`src/rtl/bcpu_ibus_unit.sv`:
```
// bcpu_ibus_unit: BCPU16 bus-instruction unit (IN / OUT / WAITE / WAITNE).
// Owns the output bus registers and synchronizes the external input buses.
module bcpu_ibus_unit #(
    parameter int DATA_WIDTH  = 16,
    parameter int THREAD_BITS = 2,
    parameter int SYNC_STAGES = 2,
    parameter int WAIT_LIMIT  = 0
) (
    input  logic                    CLK,
    input  logic                    RESET_N,
    input  logic                    IN_VALID,
    input  logic [THREAD_BITS-1:0]  IN_THREAD,
    input  logic [1:0]              IN_OP,
    input  logic [2:0]              IN_BUS_IDX,
    input  logic [DATA_WIDTH-1:0]   IN_A,
    input  logic [DATA_WIDTH-1:0]   IN_MASK,
    output logic                    OUT_VALID,
    output logic [THREAD_BITS-1:0]  OUT_THREAD,
    output logic                    OUT_WR_EN,
    output logic [DATA_WIDTH-1:0]   OUT_DATA,
    output logic                    OUT_FLAG_EN,
    output logic                    OUT_ZFLAG,
    output logic                    OUT_RETRY,
    output logic                    OUT_TIMEOUT,
    input  logic [8*DATA_WIDTH-1:0] BUS_IN,
    output logic [8*DATA_WIDTH-1:0] BUS_OUT
);

    typedef enum logic [1:0] {
        OP_READ   = 2'd0,
        OP_WRITE  = 2'd1,
        OP_WAITE  = 2'd2,
        OP_WAITNE = 2'd3
    } bus_wr_op_t;

    localparam int NT = 1 << THREAD_BITS;
    localparam int CW = (WAIT_LIMIT > 0) ? $clog2(WAIT_LIMIT + 1) : 1;
    localparam logic [CW-1:0] LIMIT = CW'(WAIT_LIMIT);

    logic [8*DATA_WIDTH-1:0] sync_q [SYNC_STAGES];
    logic [DATA_WIDTH-1:0]   sync_word [8];
    logic [DATA_WIDTH-1:0]   bus_q [8];
    logic [CW-1:0]           cnt [NT];

    logic                   s1_valid;
    logic [THREAD_BITS-1:0] s1_thread;
    bus_wr_op_t             s1_op;
    logic [2:0]             s1_idx;
    logic [DATA_WIDTH-1:0]  s1_a;
    logic [DATA_WIDTH-1:0]  s1_mask;

    logic [DATA_WIDTH-1:0] s2_data;
    logic [DATA_WIDTH-1:0] s2_wdata;
    logic                  s2_match;
    logic                  is_read;
    logic                  is_write;
    logic                  is_wait;
    logic                  done;
    logic                  expired;
    logic [CW-1:0]         cur_cnt;
    logic [CW-1:0]         next_cnt;

    always_ff @(posedge CLK or negedge RESET_N) begin
        if (!RESET_N) begin
            for (int i = 0; i < SYNC_STAGES; i++) sync_q[i] <= '0;
        end else begin
            sync_q[0] <= BUS_IN;
            for (int i = 1; i < SYNC_STAGES; i++) sync_q[i] <= sync_q[i-1];
        end
    end

    always_comb begin
        for (int k = 0; k < 8; k++) begin
            sync_word[k] = sync_q[SYNC_STAGES-1][k*DATA_WIDTH +: DATA_WIDTH];
            BUS_OUT[k*DATA_WIDTH +: DATA_WIDTH] = bus_q[k];
        end
    end

    always_ff @(posedge CLK or negedge RESET_N) begin
        if (!RESET_N) begin
            s1_valid  <= 1'b0;
            s1_thread <= '0;
            s1_op     <= OP_READ;
            s1_idx    <= '0;
            s1_a      <= '0;
            s1_mask   <= '0;
        end else begin
            s1_valid <= IN_VALID;
            if (IN_VALID) begin
                s1_thread <= IN_THREAD;
                s1_op     <= bus_wr_op_t'(IN_OP);
                s1_idx    <= IN_BUS_IDX;
                s1_a      <= IN_A;
                s1_mask   <= IN_MASK;
            end
        end
    end

    always_comb begin
        s2_data  = sync_word[s1_idx] & s1_mask;
        s2_match = (s2_data == (s1_a & s1_mask));
        s2_wdata = (bus_q[s1_idx] & ~s1_mask) | (s1_a & s1_mask);
        cur_cnt  = cnt[s1_thread];
        is_read  = 1'b0;
        is_write = 1'b0;
        is_wait  = 1'b0;
        done     = 1'b1;
        unique case (s1_op)
            OP_READ:   is_read = 1'b1;
            OP_WRITE:  is_write = 1'b1;
            OP_WAITE: begin
                is_wait = 1'b1;
                done    = s2_match;
            end
            OP_WAITNE: begin
                is_wait = 1'b1;
                done    = !s2_match;
            end
            default: ;
        endcase
        // A zero limit disables the timeout entirely.
        expired = (WAIT_LIMIT != 0) && (cur_cnt >= LIMIT);
        if (!is_wait || done || expired)
            next_cnt = '0;
        else if (WAIT_LIMIT == 0)
            next_cnt = cur_cnt;
        else
            next_cnt = cur_cnt + CW'(1);
    end

    always_ff @(posedge CLK or negedge RESET_N) begin
        if (!RESET_N) begin
            OUT_VALID   <= 1'b0;
            OUT_THREAD  <= '0;
            OUT_WR_EN   <= 1'b0;
            OUT_DATA    <= '0;
            OUT_FLAG_EN <= 1'b0;
            OUT_ZFLAG   <= 1'b0;
            OUT_RETRY   <= 1'b0;
            OUT_TIMEOUT <= 1'b0;
            for (int k = 0; k < 8; k++) bus_q[k] <= '0;
            for (int t = 0; t < NT; t++) cnt[t] <= '0;
        end else begin
            OUT_VALID   <= s1_valid;
            OUT_THREAD  <= s1_valid ? s1_thread : '0;
            OUT_WR_EN   <= s1_valid && is_read;
            OUT_FLAG_EN <= s1_valid && is_read;
            OUT_DATA    <= (s1_valid && is_read) ? s2_data : '0;
            OUT_ZFLAG   <= s1_valid && is_read && (s2_data == '0);
            OUT_RETRY   <= s1_valid && is_wait && !done && !expired;
            OUT_TIMEOUT <= s1_valid && is_wait && !done && expired;
            if (s1_valid) begin
                if (is_write) bus_q[s1_idx] <= s2_wdata;
                cnt[s1_thread] <= next_cnt;
            end
        end
    end

endmodule

```
`config.mk`:
```
export PLATFORM = sky130hd
export DESIGN_NAME = bcpu_ibus_unit
export DESIGN_NICKNAME = d
export VERILOG_FILES = /design/src/rtl/bcpu_ibus_unit.sv
export SDC_FILE = /design/constraint.sdc
export NUM_CORES = 1
export LEC_CHECK = 0
export ABC_CLOCK_PERIOD_IN_PS = 6200
export CORE_AREA = 2 2 192 194
export DETAILED_ROUTE_END_ITERATION = 6
export DIE_AREA = 0 0 194 196
export GPL_TIMING_DRIVEN = 0
export PLACE_DENSITY_LB_ADDON = 0.12
export SYNTH_ARGS = -nofsm -noshare
export SYNTH_HDL_FRONTEND = slang
export SYNTH_SLANG_ARGS = --single-unit
```
`constraint.sdc`:
```
create_clock -name CLK -period 6.2 [get_ports CLK]
set_clock_uncertainty 0.15 [all_clocks]
set_input_delay 1.55 -clock CLK [delete_from_list [all_inputs] [get_ports CLK]]
set_output_delay 1.55 -clock CLK [all_outputs]
set_load 0.1 [all_outputs]
```
# Word-level counts from Yosys, hierarchy flattened
# Cells that the tools add are included.
# totals
ff_bits	446
in_bits	170
out_inout_bits	152
# op_classes
magnitude_cmp	2
eq_ne	4
mux	15
bitwise_logic	6
reduce_logical	11
# ops
op	n
$bwmux W128	1
$bmux W16 S3	2
$mux W16	6
$and A16 B16 Y16	3
$demux W16 S3	1
$eq A16 B16 Y1	1
$logic_not A16 Y1	1
$not A16 Y16	1
$or A16 B16 Y16	1
$logic_and A1 B1 Y1	5
$eq A2 B2 Y1 const B	2
$ge A4 B4 Y1 const B	1
$lt A4 B1 Y1 const B	1
$not A3 Y4	1
$mux W1	3
$eq A2 B1 Y1 const B	1
$logic_not A1 Y1	2
$logic_not A2 Y1	1
$mux W2	1
$pmux W1 S2	1
$reduce_and A2 Y1	1
$reduce_or A2 Y1	1

# Logic depth before layout (Yosys ltp)
# depth
ltp_word	10
mapped_depth	11

# Worst setup path before layout
# No wires, ideal clock.
# synth_path
kind	reg2out
from	register OUT_FLAG_EN (netlist name)
to	output OUT_WR_EN
t_arrival_ps	1324
required_time_ps	4500
path_slack_ps	3176
path_stages_with_launch	2
path_buffers	1
cell_sequence	dfrtp_1 buf_4
# synth_lines
item	line	rtl
to (decl)	19	output logic OUT_WR_EN,

==> results.toml <==
[floorplanning]
fp.dieArea_um2 = 38020
io_pins = 322
initial_core_util_pct = 44.32
die_w_um = 194
die_h_um = 196
rows = 70
core-area_um2 = 36080

[grt]
overflow = 0
antenna_found_initial = 4
grt.busiest_layer = "met2"
grt_pass1_wl_mm = 68.61
use_met2_pct = 39.37
grt.total_usage_pct = 24.99
use_met1_pct = 33.05
grt_max_degree = 136
grt_pass1_vias = 10582
use_met3_pct = 6.498

[route]
routed-via-count = 10057
ant_nets = 0
drtPass1Iterations = 5
finalWirelength_mm = 46.73
vias_per_cell = 5.304
drt_iter0_markers = 677
drc_errors = 0
wl_per_cell_um = 24.65

[run]
max-cap-violations = 0

[place]
placed_cells = 1812
numPortBuffers = 320
routabilityCongestion = 0.8881
dpl.hpwl_mm = 33.34

[finish]
synthToLayoutAreaGrowth_pct = 33.85
drive_above_1_share_pct = 21.40
mostFrequentLayoutCell = "dfrtp_1"
fill_cells = 2907
fin_cells = 1896
layout_common_cells = "dfrtp_1, clkdlybuf4s50_1, mux2_2"
utilization_pct = 59.32
fin_nets = 1562

[synthesis]
yosysTopAreaCellShare_pct = 69.79
synthCells = 1020
synth_cell_types = 61
avgSynthCellArea_um2 = 15.68
synth_top_cell_by_area = "dfrtp_1"
synth_area_leaders = "dfrtp_1, mux2_2, mux2i_1"
syn_area_um2 = 15990
synth-edff-count = 0
synth_flop_cell = "dfrtp_1"
synth_seq_cells = 446
synth_nets = 1190
yosysWarningCount = 0
seq_area_frac_synth_pct = 69.79
async_flop_share_pct = 100.0

[clock_tree]
root_buffer = "clkbuf_16"
clkSlewWorstSetupHoldPaths_ns = 0.06
cts_buffers = 46
htreeDepth = 2
clock_latency_ns = 0.57
postCtsSetupRepairBufs = 0
cts_hold_buf = 0
clock_path_buffers = 3
cts_resized = 0
clock-sinks = 446
cts_tree = "built"

[setup_path]
path_class = "reg2out"
crit_path_max_fanout = 2
required_ns = 4.50
start_kind = "flip-flop"
critPathCaptureType = "primary output"
crit_arrival_ns = 2.20

[pwr]
vdd_drop_max_uv = 482.3
power.density_cell_area_nw_per_um2 = 476.7
cellLeakagePower_uw = 0.009360
power.total_uw = 10200

[status]
outcome = "complete, no violations"

[timing]
finalWorstPathRequiredPeriod_ns = 3.897
holdWs_ns = 0.1904
max_freq_mhz = 256.6
timing.final.hold_violations = 0
rsz0062_at_grt = "false"
maxSlewHeadroom_pct = 23.08
worst_pin_slew_ns = 1.154
tns_ns = 0
finalSetupViolations = 0
slew_violations = 0
final.period_utilization_pct = 62.86

[min_path]
hp-class = "reg2reg"
[registers in the layout, indices dropped and copies added (netlist names), 2 cells and up]
name        cells
sync_q        256
s1_mask        16
s1_idx          3
s1_a           16
OUT_THREAD      2
s1_op           2
BUS_OUT       128
s1_thread       2
OUT_DATA       16
[through the flow]
| stage | setup slack [ns] | cell area [um^2] |
|---|---|---|
| 2_1_floorplan | 3.176 | 15990 |
| 3_3_place_gp | -15.55 | 19780 |
| 3_5_place_dp | 2.571 | 19900 |
| 4_1_cts | 2.268 | 21400 |
| 5_1_grt | 2.234 | 21400 |
| 6_report | 2.303 | 21400 |
[worst paths after layout]
check,slack (ns),to,cells past startpoint,start
min in group asynchronous,0.76,sync_q[38]$_DFF_PN0_,1,RESET_N
max reg2reg,2.66,BUS_OUT[89]$_DFFE_PN0P_,8,s1_idx[1]$_DFFE_PN0P_
max,2.30,OUT_WR_EN,2,OUT_FLAG_EN$_DFF_PN0_
min,0.19,sync_q[8]$_DFF_PN0_,0,sync_q[136]$_DFF_PN0_
max in group asynchronous,3.39,sync_q[46]$_DFF_PN0_,4,RESET_N
min reg2reg,0.19,sync_q[8]$_DFF_PN0_,0,sync_q[136]$_DFF_PN0_
[kinds of logic (layout without fill, tap and decap cells)]
family / count (synthesis) / in the layout / synth area share, %
simple gates: 146 / 146 / 4.491
flops: 446 / 446 / 69.79
compound gates: 129 / 129 / 5.680
other cells: 1 / 4 / 0.02345
buf+inv: 61 / 466 / 2.245
mux: 237 / 237 / 17.77
[layout make-up]
cell class	instances	area, um^2	area share, %
Antenna cell	3	7.507	0.03507
Buffer	47	306.5	1.432
Clock buffer	64	1320	6.167
Clock inverter	17	181.4	0.8476
Inverter	14	52.55	0.2455
Multi-Input combinational cell	513	4472	20.89
Sequential cell	446	11160	52.14
Tap cell	468	585.6	2.736
Timing Repair Buffer	324	3318	15.50
[worst max-delay path, cell delays in order, from the launching register on]
cell,delay [ns]
dfrtp_1,0.40
buf_4,0.12
clkdlybuf4s50_1,1.11
[power breakdown]
part	leakage (uW)	internal (uW)	switching, uW
Clock	0.000730	1610	1120
Combinational	0.00320	1010	2820
Sequential	0.00543	3310	327
[cell usage after synthesis (9+ instances only)]
library cell  instances
clkbuf_1             17
nor2b_1              10
nand3_1              12
mux2i_1              44
dfrtp_1             446
mux2_2              172
buf_4                10
buf_2                11
a22oi_1              24
a221oi_1             14
nand2_1              47
o21ai_0              14
nor2_1               32
a21oi_1              30
mux4_2               13
o31ai_1               9
inv_1                14
[routing by layer]
metal  vias to the layer above  wire, um
li1                       4410         -
met3                        97      3625
met1                      5111     19230
met2                       437     22180
met4                         2      1683
met5                         -        13
(Power assumes the default switching activity.)
